$ cat src/rtl/kbd_pkg.sv
// rtl/kbd_pkg.sv - shared scancode constants, rom_type encodings and FSM state enum
package kbd_pkg;

  // PS/2 set-2 scancodes the controller interprets itself
  localparam logic [7:0] SC_BREAK  = 8'hF0;
  localparam logic [7:0] SC_EXT    = 8'hE0;
  localparam logic [7:0] SC_LSHIFT = 8'h12;
  localparam logic [7:0] SC_RSHIFT = 8'h59;
  localparam logic [7:0] SC_CAPS   = 8'h58;

  // ROM table select encodings
  localparam logic [1:0] TYPE_NORM     = 2'd0;
  localparam logic [1:0] TYPE_CAP      = 2'd1;
  localparam logic [1:0] TYPE_SHIFT    = 2'd2;
  localparam logic [1:0] TYPE_CAPSHIFT = 2'd3;

  typedef enum logic [2:0] {
    ST_IDLE,
    ST_EXT,
    ST_BRK,
    ST_EXT_BRK,
    ST_LOOK,
    ST_EMIT
  } state_t;

  // Maps modifier state onto the ROM table select
  function automatic logic [1:0] rom_type_of(input logic shift_held, input logic caps_on);
    if (shift_held) begin
      rom_type_of = caps_on ? TYPE_CAPSHIFT : TYPE_SHIFT;
    end else begin
      rom_type_of = caps_on ? TYPE_CAP : TYPE_NORM;
    end
  endfunction

endpackage

$ cat src/rtl/kbd_ascii_ctrl_if.sv
// rtl/kbd_ascii_ctrl_if.sv - scancode handshake and ROM lookup bus
interface kbd_ascii_ctrl_if;
  logic       sc_valid;
  logic [7:0] sc_data;
  logic       sc_ready;
  logic [1:0] rom_type;
  logic [7:0] rom_addr;
  logic [7:0] rom_data;

  // master: PS/2 receiver plus ROM side
  modport master (
    output sc_valid, sc_data, rom_data,
    input  sc_ready, rom_type, rom_addr
  );

  // slave: the scancode-to-ASCII controller
  modport slave (
    input  sc_valid, sc_data, rom_data,
    output sc_ready, rom_type, rom_addr
  );
endinterface

$ cat src/rtl/kbd_mod_track.sv
// rtl/kbd_mod_track.sv - shift/caps modifier registers and registered rom_type
module kbd_mod_track
  import kbd_pkg::*;
(
  input  logic       clk,
  input  logic       rst,
  input  logic       set_l,
  input  logic       clr_l,
  input  logic       set_r,
  input  logic       clr_r,
  input  logic       toggle_caps,
  output logic       caps_on,
  output logic [1:0] rom_type
);

  logic shift_l, shift_r;
  logic shift_l_n, shift_r_n, caps_n;

  // next modifier state from the FSM's one-cycle set/clear/toggle pulses
  always_comb begin
    shift_l_n = shift_l;
    shift_r_n = shift_r;
    caps_n    = caps_on ^ toggle_caps;
    if (set_l) shift_l_n = 1'b1;
    if (clr_l) shift_l_n = 1'b0;
    if (set_r) shift_r_n = 1'b1;
    if (clr_r) shift_r_n = 1'b0;
  end

  // modifier registers; rom_type follows in the cycle after the modifier byte
  always_ff @(posedge clk) begin
    if (rst) begin
      shift_l  <= 1'b0;
      shift_r  <= 1'b0;
      caps_on  <= 1'b0;
      rom_type <= TYPE_NORM;
    end else begin
      shift_l  <= shift_l_n;
      shift_r  <= shift_r_n;
      caps_on  <= caps_n;
      rom_type <= rom_type_of(shift_l_n | shift_r_n, caps_n);
    end
  end

endmodule

$ cat src/rtl/kbd_ascii_ctrl.sv
// rtl/kbd_ascii_ctrl.sv - PS/2 scancode to ASCII sequencer; KBD_ASCII_CTRL_REPEAT_FILTER_EN drops typematic repeats
module kbd_ascii_ctrl
  import kbd_pkg::*;
#(
  parameter int ROM_LAT = 0,
  parameter int CNT_W   = 8
) (
  input  logic             clk,
  input  logic             rst,
  kbd_ascii_ctrl_if.slave  bus,
  output logic [7:0]       ascii,
  output logic             ascii_valid,
  output logic             caps_led,
  output logic [CNT_W-1:0] key_cnt
);

  // LOOK samples rom_data on its final cycle, counted 0..ROM_LAT
  localparam logic [1:0] LOOK_LAST = 2'(ROM_LAT);

  state_t     state, state_n;
  logic [7:0] addr_q, addr_n;
  logic [1:0] wait_q, wait_n;
  logic [7:0] data_q, data_n;
  logic       ready;
  logic       take_make;
  logic       emit;
  logic       set_l, clr_l, set_r, clr_r, tog_caps;
  logic [1:0] type_w;
  logic       caps_w;

`ifdef KBD_ASCII_CTRL_REPEAT_FILTER_EN
  logic [7:0] last_make, last_make_n;
`endif

  assign bus.sc_ready = ready;
  assign bus.rom_addr = addr_q;
  assign bus.rom_type = type_w;
  assign caps_led     = caps_w;

  kbd_mod_track u_mod_track (
    .clk         (clk),
    .rst         (rst),
    .set_l       (set_l),
    .clr_l       (clr_l),
    .set_r       (set_r),
    .clr_r       (clr_r),
    .toggle_caps (tog_caps),
    .caps_on     (caps_w),
    .rom_type    (type_w)
  );

  // next-state, modifier pulses and lookup sequencing
  always_comb begin
    state_n   = state;
    addr_n    = addr_q;
    wait_n    = wait_q;
    data_n    = data_q;
    ready     = 1'b0;
    take_make = 1'b0;
    emit      = 1'b0;
    set_l     = 1'b0;
    clr_l     = 1'b0;
    set_r     = 1'b0;
    clr_r     = 1'b0;
    tog_caps  = 1'b0;
`ifdef KBD_ASCII_CTRL_REPEAT_FILTER_EN
    last_make_n = last_make;
`endif
    case (state)
      ST_IDLE: begin
        ready = 1'b1;
        if (bus.sc_valid) begin
          case (bus.sc_data)
            SC_BREAK:  state_n = ST_BRK;
            SC_EXT:    state_n = ST_EXT;
            SC_LSHIFT: set_l = 1'b1;
            SC_RSHIFT: set_r = 1'b1;
            default: begin
`ifdef KBD_ASCII_CTRL_REPEAT_FILTER_EN
              // a repeat of the held key is swallowed, caps included
              if (bus.sc_data != last_make) begin
                last_make_n = bus.sc_data;
                take_make   = 1'b1;
              end
`else
              take_make = 1'b1;
`endif
            end
          endcase
          if (take_make) begin
            if (bus.sc_data == SC_CAPS) begin
              tog_caps = 1'b1;
            end else begin
              addr_n  = bus.sc_data;
              wait_n  = 2'd0;
              state_n = ST_LOOK;
            end
          end
        end
      end
      ST_BRK: begin
        ready = 1'b1;
        if (bus.sc_valid) begin
          if (bus.sc_data == SC_LSHIFT) clr_l = 1'b1;
          if (bus.sc_data == SC_RSHIFT) clr_r = 1'b1;
`ifdef KBD_ASCII_CTRL_REPEAT_FILTER_EN
          if (bus.sc_data == last_make) last_make_n = 8'h00;
`endif
          state_n = ST_IDLE;
        end
      end
      ST_EXT: begin
        ready = 1'b1;
        if (bus.sc_valid) begin
          state_n = (bus.sc_data == SC_BREAK) ? ST_EXT_BRK : ST_IDLE;
        end
      end
      ST_EXT_BRK: begin
        ready = 1'b1;
        if (bus.sc_valid) state_n = ST_IDLE;
      end
      ST_LOOK: begin
        if (wait_q == LOOK_LAST) begin
          data_n  = bus.rom_data;
          state_n = ST_EMIT;
        end else begin
          wait_n = wait_q + 2'd1;
        end
      end
      ST_EMIT: begin
        // 00 in the table marks a non-printable key
        emit    = (data_q != 8'h00);
        state_n = ST_IDLE;
      end
      default: state_n = ST_IDLE;
    endcase
  end

  // state, lookup registers and character output
  always_ff @(posedge clk) begin
    if (rst) begin
      state       <= ST_IDLE;
      addr_q      <= 8'h00;
      wait_q      <= 2'd0;
      data_q      <= 8'h00;
      ascii       <= 8'h00;
      ascii_valid <= 1'b0;
      key_cnt     <= '0;
    end else begin
      state       <= state_n;
      addr_q      <= addr_n;
      wait_q      <= wait_n;
      data_q      <= data_n;
      ascii_valid <= emit;
      if (emit) begin
        ascii   <= data_q;
        key_cnt <= key_cnt + CNT_W'(1);
      end
    end
  end

`ifdef KBD_ASCII_CTRL_REPEAT_FILTER_EN
  // last accepted non-modifier make code
  always_ff @(posedge clk) begin
    if (rst) last_make <= 8'h00;
    else     last_make <= last_make_n;
  end
`endif

endmodule
$ cat src/flat_wrapper.sv
// flat-port wrapper written by rule: the top's interface ports become plain ports
module kbd_ascii_ctrl_flat import kbd_pkg::*;
#(
  parameter int ROM_LAT = 0,
  parameter int CNT_W   = 8
)
  (clk, rst, ascii, ascii_valid, caps_led, key_cnt, bus_sc_valid, bus_sc_data, bus_rom_data, bus_sc_ready, bus_rom_type, bus_rom_addr);
  kbd_ascii_ctrl_if bus_i ();
  input  logic clk;
  input  logic rst;
  output logic [7:0] ascii;
  output logic ascii_valid;
  output logic caps_led;
  output logic [CNT_W-1:0] key_cnt;
  input wire logic [$bits(bus_i.sc_valid)-1:0] bus_sc_valid;
  input wire logic [$bits(bus_i.sc_data)-1:0] bus_sc_data;
  input wire logic [$bits(bus_i.rom_data)-1:0] bus_rom_data;
  output wire logic [$bits(bus_i.sc_ready)-1:0] bus_sc_ready;
  output wire logic [$bits(bus_i.rom_type)-1:0] bus_rom_type;
  output wire logic [$bits(bus_i.rom_addr)-1:0] bus_rom_addr;
  assign bus_i.sc_valid = bus_sc_valid;
  assign bus_i.sc_data = bus_sc_data;
  assign bus_i.rom_data = bus_rom_data;
  assign bus_sc_ready = bus_i.sc_ready;
  assign bus_rom_type = bus_i.rom_type;
  assign bus_rom_addr = bus_i.rom_addr;
  kbd_ascii_ctrl #(.ROM_LAT(ROM_LAT), .CNT_W(CNT_W)) u_core (.clk(clk), .rst(rst), .bus(bus_i), .ascii(ascii), .ascii_valid(ascii_valid), .caps_led(caps_led), .key_cnt(key_cnt));
endmodule
$ cat config.mk
export PLATFORM = sky130hd
export DESIGN_NAME = kbd_ascii_ctrl_flat
export DESIGN_NICKNAME = d
export VERILOG_FILES = /design/src/rtl/kbd_pkg.sv /design/src/rtl/kbd_ascii_ctrl_if.sv /design/src/rtl/kbd_mod_track.sv /design/src/rtl/kbd_ascii_ctrl.sv /design/src/flat_wrapper.sv
export SDC_FILE = /design/constraint.sdc
export NUM_CORES = 1
export LEC_CHECK = 0
export ABC_AREA = 1
export BUFFER_PORTS_ARGS = -buffer_cell sky130_fd_sc_hd__buf_2
export CAP_MARGIN = 10
export CORE_UTILIZATION = 42
export DETAILED_ROUTE_END_ITERATION = 16
export GPL_TIMING_DRIVEN = 0
export HOLD_SLACK_MARGIN = 0.08
export PLACE_DENSITY = 0.64
export REMOVE_ABC_BUFFERS = 1
export SETUP_SLACK_MARGIN = 0.05
export SYNTH_ARGS = -nofsm -noshare
export SYNTH_HDL_FRONTEND = slang
export SYNTH_SLANG_ARGS = --single-unit
$ cat constraint.sdc
create_clock -name clk -period 4.31 [get_ports clk]
set_input_delay 1.293 -clock clk [delete_from_list [all_inputs] [get_ports clk]]
set_output_delay 1.293 -clock clk [all_outputs]
set_load 0.01 [all_outputs]
After elaboration in Yosys (flattened, before gate mapping)
Index checks and enable logic that the tools add are counted.

storage, ports and cells
  register bits = 43
  input bits = 19
  output and inout bits = 29
  word-level logic and storage cells = 82

operators by class
  add/sub/neg operators = 2
  eq/ne operators = 17
  multiplexer cells = 38
  bitwise logic cells = 3
  reduce and logical (&&, ||, !) cells = 11

operators by type and width
  cell                                                    number
  two-way mux 1 bit                                       23
  two-way mux 3 bit                                       6
  equality test 8 x 7 -> 1 bit (second input constant)    2
  equality test 8 bit (second input constant)             2
  two-way mux 2 bit                                       6
  one-hot mux 3 bit (4 select lines)                      1
  inequality test 2 bit (second input constant)           5
  adder 8 x 1 -> 8 bit (second input constant)            1
  equality test 8 x 5 -> 1 bit (second input constant)    1
  AND reduction 4 bit                                     2
  nonzero test 8 bit                                      1
  OR reduction 4 bit                                      2
  equality test 3 x 2 -> 1 bit (second input constant)    2
  equality test 3 bit (second input constant)             2
  one-hot mux 3 bit (2 select lines)                      1
  AND reduction 5 bit                                     1
  inequality test 2 x 1 -> 1 bit (second input constant)  2
  one-hot mux 2 bit (2 select lines)                      1
  equality test 3 x 1 -> 1 bit (second input constant)    1
  logical NOT 3 bit                                       1
  adder 2 x 1 -> 2 bit (second input constant)            1
  logical NOT 2 bit                                       1
  AND reduction 2 bit                                     1
  nonzero test 2 bit                                      1
  4 further kinds                                         4

Longest topological paths before layout
Gate-level depths: netlist of the first run.

  depth after elaboration = 11
  depth in mapped cells = 11

Cells and area by module
Synthesis of the first run repeated with hierarchy kept, for this count alone.

unflattened totals
  cells, all modules = 265
  area total of the unflattened synthesis = 1938.1 µm²

modules (own cells, without submodules)
  module          instances  cells each  area an instance (µm²)  seq. area each (µm²)
  kbd_ascii_ctrl  1          242         1783.0                  760.7
  kbd_mod_track   1          23          155.1                   80.1

Worst setup path after synthesis of the first run
OpenSTA, ideal clock, no wires.

  path type = in2reg
  from = in bus_sc_data[3]
  to = reg u_core.addr_q[3], in the netlist u_core.bus.rom_addr[3]
  setup time = 0.118 ns
  arrival = 2.157 ns
  required time = 4.192 ns
  slack = 2.035 ns
  cell stages on the path = 10
  path buffers = 1
  cells stage by stage = inv_1 -> nor2_1 -> nand2_1 -> nor2_2 -> nor2_2 -> nand3_2 -> nor2_4 -> buf_6 -> o21ai_1 -> a21oi_2

on the way
  word-level cells in the longest chain between the ends = 6
  elaborated cells between the ends (all ways) = 11
  classes of those cells = eq/ne (5); mux (3); bitwise (1); reduce/logical (2)

ends and longest elaborated chain
  what                                         line                   source
  start, declared                              flat_wrapper.sv:16     input wire logic [$bits(bus_i.sc_data)-1:0] bus_sc_data;
  equality test 8 bit (tied with other cells)  kbd_ascii_ctrl.sv:73   case (bus.sc_data)
  OR reduction 4 bit (no line)                 -
  two-way mux 1 bit                            kbd_ascii_ctrl.sv:73
  two-way mux 1 bit                            kbd_ascii_ctrl.sv:72   if (bus.sc_valid) begin
  two-way mux 1 bit                            kbd_ascii_ctrl.sv:69   case (state)
  AND reduction 4 bit (no line)                -
  end signal, assigned                         kbd_ascii_ctrl.sv:151  addr_q <= addr_n;
  end, declared                                kbd_ascii_ctrl.sv:21   logic [7:0] addr_q, addr_n;

Several ways; a longest one is shown, not always the timed one. The select of a mux whose other input is x is not followed.
A chain may end at the register's enable or synchronous reset.

Worst setup path in the final report of the first run
  from = in bus_sc_data[3]
  to = reg u_core.addr_q[5], in the netlist u_core.bus.rom_addr[5]

on the way
  word-level cells in the longest chain between the ends = 6
  elaborated cells between the ends (all ways) = 11
  classes of those cells = eq/ne (5); mux (3); bitwise (1); reduce/logical (2)

ends and longest elaborated chain
  what                                         line
  equality test 8 bit (tied with other cells)  kbd_ascii_ctrl.sv:73
  OR reduction 4 bit (no line)                 -
  two-way mux 1 bit                            kbd_ascii_ctrl.sv:73
  two-way mux 1 bit                            kbd_ascii_ctrl.sv:72
  two-way mux 1 bit                            kbd_ascii_ctrl.sv:69
  AND reduction 4 bit (no line) *              -

Every way passes the cells marked *; elsewhere a longest branch is shown, timed or not. The select of a mux whose other input is x is not followed.

==> impl_metrics.env, run 1 <==
export IMPL_status="finished, final reports clean"
export IMPL_postRouteAntennaNets=0
export IMPL_gp_congestion=0.765
export IMPL_finClkSkew_ps=6.78
export IMPL_syn_avg_cell_area_um2=7.49
export IMPL_crit_fanout=14
export IMPL_die_area_um2=4710
export IMPL_async_reset_ff_share_pct=0
export IMPL_drcViolationCount=0
export IMPL_crit_chain="buf_2 > inv_1 > nor2_1 > nand2_1 > nor2_2 > nor2_2 > nand3_2 > nor2_4 > inv_1 > nor2_1 > nor2_1"
export IMPL_postLayoutCoreUtil_pct=53.5
export IMPL_cts_buffers=5
export IMPL_path_clk_slew_ps=80
export IMPL_tns_ps=0
export IMPL_die_w_um=68.6
export IMPL_final_layout_size_suffix_gt1_share_pct=26.8
export IMPL_grt_most_used_layer="met2"
export IMPL_htreeDepth=2
export IMPL_syn_cell_area_um2=1860
export IMPL_tightest_slew_ps=681
export IMPL_critPathKind="input pin to register"
export IMPL_crit_buf_inv=3
export IMPL_finalSetupViolCount=0
export IMPL_grt_max_degree=28
export IMPL_finalPower_uw=836
export IMPL_grt_overflow=0
export IMPL_antenna_cells=0
export IMPL_worst_path_most_repeated_cell="nor2_1"
export IMPL_wirelength_um=3700
export IMPL_antenna_found_initial=0
export IMPL_cts_sinks=42
export IMPL_viasPerCell=4.90
export IMPL_area_growth_pct=19.0
export IMPL_p_per_area_nw_per_um2=377
export IMPL_max_slew_margin_rel_pct=54.5
export IMPL_synth_edf_count=0
export IMPL_dp_cells=337
export IMPL_end_kind="register"
export IMPL_grtUsageTotal_pct=17.8
export IMPL_synth_cell_type_count=27
export IMPL_fmax_mhz=436
export IMPL_grt_pass1_vias=1475
export IMPL_finalCriticalPeriod_ps=2290
export IMPL_wl_per_cell_um=10.7
export IMPL_clock_path_buffers=2
export IMPL_crit_family="simple AND/OR/NAND/NOR gates"
export IMPL_synth_seq_cells=42
export IMPL_cts_resized=0
export IMPL_start_util_pct=45.0
export IMPL_dr_pass1_iters=4
export IMPL_startpoint_type="input pin"
export IMPL_drv_cap=0
export IMPL_coreArea_um2=4140
export IMPL_dp_hpwl_um=2650
export IMPL_slowest_stage="nor2_4"
export IMPL_met2_usage_pct=30.6
export IMPL_row_count=23
export IMPL_use_met3_pct=6.41
export IMPL_cts_setup_buffers=0
export IMPL_ios=48
export IMPL_hold_path_class="register to register"
export IMPL_fin_nets=315
export IMPL_synthCells=249
export IMPL_met1_usage_pct=20.2
export IMPL_cts_root_buf="clkbuf_8"
export IMPL_final_hold_viol_count=0
export IMPL_synth_warnings=0
export IMPL_grt_pass1_wl_um=6140
export IMPL_worstPathRequired_ps=4500
export IMPL_rsz0062_at_grt="no"
export IMPL_ir_worst_vdd_v=0.000229
export IMPL_die_height_um=68.6
export IMPL_ys_flop_type="dfxtp_1"
export IMPL_tritoncts="yes"
export IMPL_portBuffers=47
export IMPL_slowest_delay_ps=300
export IMPL_holdBufCountCts=0
export IMPL_ys_seq_area_share_pct=45.1
export IMPL_vias=1689
export IMPL_fin_crit_sh_pct=53.2
export IMPL_worstPathArrival_ps=2480
export IMPL_first_iter_violations=71
export IMPL_instances_no_fill=345
export IMPL_p_leak_uw=0.00104
export IMPL_clock_latency_ps=290
export IMPL_final_max_slew_violation_count=0
-- path summary, 6_finish.rpt --
path,slack [ps],end,start,cells after the start
setup / recovery,2020,u_core.bus.rom_addr[5],bus_sc_data[3],11
hold / removal,460,u_core.wait_q[1],u_core.wait_q[1],2
setup reg to reg,2780,u_core.key_cnt[3],u_core.state[2],6
hold reg to reg,460,u_core.wait_q[1],u_core.wait_q[1],2
-- layout by cell type, fill, tap and decap left out --
cell type   n
ha_1        2
xnor2_1     5
nand3_1     9
nor4_1      2
nand4_1     5
nor2_2      4
clkbuf_8    5
o21ai_1    12
nor2_4      2
clkinv_2    2
inv_2       7
nor2_1     27
inv_1      23
nand3_2     2
or2_4       1
nor3_1      3
nand2_1    33
bufinv_16   1
a21oi_1    34
nand2_2     6
and3_1      1
a21oi_2     1
buf_2      47
dfxtp_1    42
o21bai_1    1
o21ai_2     1
o21ai_0    17
-- Yosys cell counts (2+ instances only) --
cell type	number	area, um^2
nand2_2	6	37.5
nor2_2	4	25.0
nor2_4	2	22.5
nand3_1	9	45.0
a21oi_1	34	170
nand3_2	2	20.0
nand2_1	33	124
ha_1	2	25.0
xnor2_1	5	43.8
nor2_1	27	101
nor4_1	2	12.5
nor3_1	3	15.0
inv_2	7	26.3
nand4_1	5	31.3
inv_1	23	86.3
clkbuf_1	3	11.3
dfxtp_1	42	841
buf_4	2	15.0
buf_2	3	15.0
o21ai_0	17	85.1
o21ai_1	12	60.1
-- cell type report --
type                            count  area, um^2
Fill cell                         417        1930
Multi-Input combinational cell    168         858
Tap cell                           50        62.6
Sequential cell                    42         841
Clock inverter                      3        40.0
Timing Repair Buffer               47         235
Inverter                           30         113
Clock buffer                        5        68.8
-- per-stage QoR --
step	hold slack (ps)	setup WS (ps)	instance area [um^2]
finish	463	2020	2220
global placement	455	1720	2110
detailed placement	457	1710	2110
floorplan	438	2010	1810
CTS	469	2020	2220
global route	486	1850	2220
-- state kept, by name, summed over array words and instances (netlist names) --
register	count
u_core.data_q	8
u_core.ascii_valid	1
u_core.ascii	8
u_core.bus.rom_addr	8
u_core.state	3
u_core.u_mod_track.shift_l	1
u_core.key_cnt	8
u_core.u_mod_track.rom_type	2
u_core.u_mod_track.shift_r	1
u_core.wait_q	2
-- power breakdown --
group / internal (uW) / leakage [uW] / switching, uW / total, uW
Sequential: 410 / 0.000342 / 12.7 / 423
Clock: 170 / 0.0000579 / 133 / 303
Combinational: 40.4 / 0.000635 / 69.4 / 110
Total: 621 / 0.00104 / 215 / 836
-- kinds of logic after synthesis --
| kind of cell | count (synthesis) | share of synthesized area (%) |
|---|---|---|
| XOR/XNOR | 5 | 2.35 |
| buffers and inverters | 39 | 8.86 |
| flip-flops | 42 | 45.1 |
| AND/OR/NAND/NOR | 95 | 24.1 |
| AO/OA/AOI/OAI | 66 | 18.3 |
| adder cells (fa/ha/maj) | 2 | 1.34 |
-- layer usage --
layer | share of wire [%] | vias to the layer above
met5 | 0 | -
met4 | 1.1 | 0
met3 | 5.3 | 6
met2 | 46 | 37
met1 | 48 | 750
li1 | - | 896
-- worst register-to-register path, cell delays in order, from the launching register on --
cell,delay [ps]
dfxtp_1,430
inv_2,100
nor2_1,140
nand2_2,160
inv_2,320
nand3_1,110
and3_1,170
Power figures use the tool's default switching activity.
==> run 2: changes to the inputs <==
- ABC_AREA: 1 -> 0
- PLACE_DENSITY: 0.64 -> 0.63
- clock period: 4.31 -> 2.3 ns (I/O delays scaled with it)
==> run 2 against run 1 <==
The run now ends with design-rule violations left. Global-route usage decreased by 1.0 points. Sequential power grew 83%. Largest power group unchanged. Power is 83% higher.
==> impl_metrics.env, run 2 <==
export IMPL_final_layout_size_suffix_gt1_share_pct=26.2
export IMPL_ys_seq_area_share_pct=42.4
export IMPL_synth_top_cell_by_area="dfxtp_1"
export IMPL_tritoncts="yes"
export IMPL_syn_avg_cell_area_um2=9.40
export IMPL_ios=48
export IMPL_synthCells=211
export IMPL_vias=1595
export IMPL_p_per_area_nw_per_um2=654
export IMPL_synthMuxAreaShare_pct=9.09
export IMPL_instances_no_fill=308
export IMPL_synth_cell_type_count=46
export IMPL_cts_buffers=5
export IMPL_synth_fa_ha_area_share_pct=1.26
export IMPL_yosys_area_share_simple_pct=28.8
export IMPL_antenna_found_initial=0
export IMPL_row_count=24
export IMPL_cts_resized=0
export IMPL_fin_crit_sh_pct=84.6
export IMPL_num_fill_cells=437
export IMPL_dr_pass1_iters=10
export IMPL_synthTopCellsByArea="dfxtp_1 42%, mux2i_1 9.1%, nand2b_1 5.7%"
export IMPL_final_max_slew_violation_count=0
export IMPL_placed_cell_area_um2=2220
export IMPL_grt_max_degree=52
export IMPL_status="finished, violations left"
export IMPL_dp_cells=299
export IMPL_end_kind="register"
export IMPL_yosysMostFrequentCell="dfxtp_1"
export IMPL_die_area_um2=5000
export IMPL_grt_pass1_vias=1462
export IMPL_dp_hpwl_um=2740
export IMPL_holdBufCountCts=0
export IMPL_ys_flop_type="dfxtp_1"
export IMPL_finClkSkew_ps=8.94
export IMPL_cts_setup_buffers=0
export IMPL_finalPower_uw=1530
export IMPL_viasPerCell=5.18
export IMPL_gp_congestion=0.750
export IMPL_area_growth_pct=18.1
export IMPL_critPathKind="register to register"
export IMPL_htreeDepth=2
export IMPL_clock_path_buffers=2
export IMPL_postRouteAntennaNets=0
export IMPL_violations="design-rule violations"
export IMPL_first_iter_violations=86
export IMPL_postLayoutCoreUtil_pct=52.7
export IMPL_die_height_um=70.7
export IMPL_p_comb_share_pct=11.4
export IMPL_antenna_cells=0
export IMPL_portBuffers=47
export IMPL_rsz0062_at_grt="no"
export IMPL_final_area_um2=2340
export IMPL_syn_cell_area_um2=1980
export IMPL_wirelength_um=3950
export IMPL_startpoint_type="register"
export IMPL_cts_sinks=42
export IMPL_final_cell_mix="47 x buf_2, 42 x dfxtp_1, 21 x nand2_1"
export IMPL_synth_seq_cells=42
export IMPL_synth_edf_count=0
export IMPL_synth_compound_area_share_pct=11.5
export IMPL_ir_worst_vdd_v=0.000362
export IMPL_switchingPower_uw=380
export IMPL_path_clk_slew_ps=80
export IMPL_grt_pass1_wl_um=6670
export IMPL_final_hold_viol_count=0
export IMPL_coreArea_um2=4440
export IMPL_seqPwrFrac_pct=50.6
export IMPL_finalCriticalPeriod_ps=1950
export IMPL_wl_per_cell_um=12.8
export IMPL_grtUsageTotal_pct=16.8
export IMPL_intPower_uw=1150
export IMPL_layout_commonest_cell="buf_2"
export IMPL_synth_warnings=0
export IMPL_drcViolationCount=6
export IMPL_die_w_um=70.7
export IMPL_clock_latency_ps=300
export IMPL_worstPathArrival_ps=2100
export IMPL_fin_nets=276
export IMPL_fmax_mhz=514
export IMPL_finalSetupViolCount=0
export IMPL_cts_root_buf="clkbuf_8"
export IMPL_start_util_pct=44.6
export IMPL_grt_overflow=0
export IMPL_crit_fanout=7
export IMPL_synthXorXnorAreaFrac_pct=2.65
export IMPL_async_reset_ff_share_pct=0
export IMPL_swShare_pct=24.8
export IMPL_synth_common_cells="42 x dfxtp_1, 21 x nand2_1, 19 x nor2_1"
export IMPL_worstPathRequired_ps=2450
export IMPL_tns_ps=0
export IMPL_synth_top_area_share_pct=42.4
export IMPL_tightest_slew_ps=804
export IMPL_hold_path_class="register to register"
export IMPL_synth_top_family_by_area="simple AND/OR/NAND/NOR gates"
export IMPL_clockPowerShare_pct=37.9
export IMPL_drv_cap=0
export IMPL_max_slew_margin_rel_pct=46.4
export IMPL_p_leak_uw=0.000948
## run 2: cell types whose count changed after synthesis, sizes merged, moves of 5 or more
cell    change
inv        -23
nor2b       +5
nor2       -13
o21ai      -27
mux2i      +18
nand2b     +18
nand2      -17
a21oi      -21
nand3       -6
## run 2: worst max-delay path, stage by stage (launching register included)
cell     delay (ps)
dfxtp_1         340
nor4_2          620
a21oi_1         360
buf_4           280
mux2i_1         150
nor2_1           50
## run 2: cell families after synthesis
| group | Yosys count |
|---|---|
| and+or+nand+nor | 91 |
| muxes | 18 |
| DFF | 42 |
| xor gates and xnor gates | 6 |
| adders and majority gates | 2 |
| buffers and inverters | 18 |
| AOI/OAI and AO/OA | 34 |
## run 2: worst paths after layout
kind | startpoint | endpoint | slack [ps] | cells past startpoint
setup / recovery | u_core.data_q[3] | u_core.ascii[4] | 350 | 5
hold / removal | u_core.bus.rom_addr[5] | u_core.bus.rom_addr[5] | 470 | 2
setup reg to reg | u_core.data_q[3] | u_core.ascii[4] | 350 | 5
hold reg to reg | u_core.bus.rom_addr[5] | u_core.bus.rom_addr[5] | 470 | 2
## run 2: metal layers
| layer | vias up | wire, um | share of wire [%] | global-route usage (%) |
|---|---|---|---|---|
| li1 | 827 | - | - | - |
| met5 | - | 0 | 0 | 0 |
| met4 | 0 | 62 | 1.6 | 6.89 |
| met2 | 37 | 1800 | 45 | 26.1 |
| met3 | 8 | 194 | 4.9 | 4.42 |
| met1 | 723 | 1890 | 48 | 22.3 |
## run 2: metrics by stage
| step | worst slack, ps | hold WS [ps] |
|---|---|---|
| finish | 354 | 470 |
| floorplan | 441 | 443 |
| detailed placement | 70.9 | 460 |
| global route | 131 | 500 |
| global placement | 43.6 | 457 |
| CTS | 51.0 | 477 |
## run 2: area by class of cell
cell class                      count  area, um^2  share of cell area (%)
Clock inverter                      2        37.5                    1.60
Clock buffer                        6        72.6                    3.10
Inverter                            7        26.3                    1.12
Multi-Input combinational cell    151        1060                    45.1
Sequential cell                    42         841                    35.9
Timing Repair Buffer               48         243                    10.4
Tap cell                           52        65.1                    2.78
## run 2: power groups by stage
| stage | Combinational [uW] | Clock [uW] | Sequential, uW |
|---|---|---|---|
| floorplan | 105 | 0 | 794 |
| global placement | 175 | 0 | 792 |
| detailed placement | 176 | 0 | 793 |
| CTS | 176 | 604 | 776 |
| global route | 195 | 627 | 780 |
| finish | 175 | 581 | 776 |
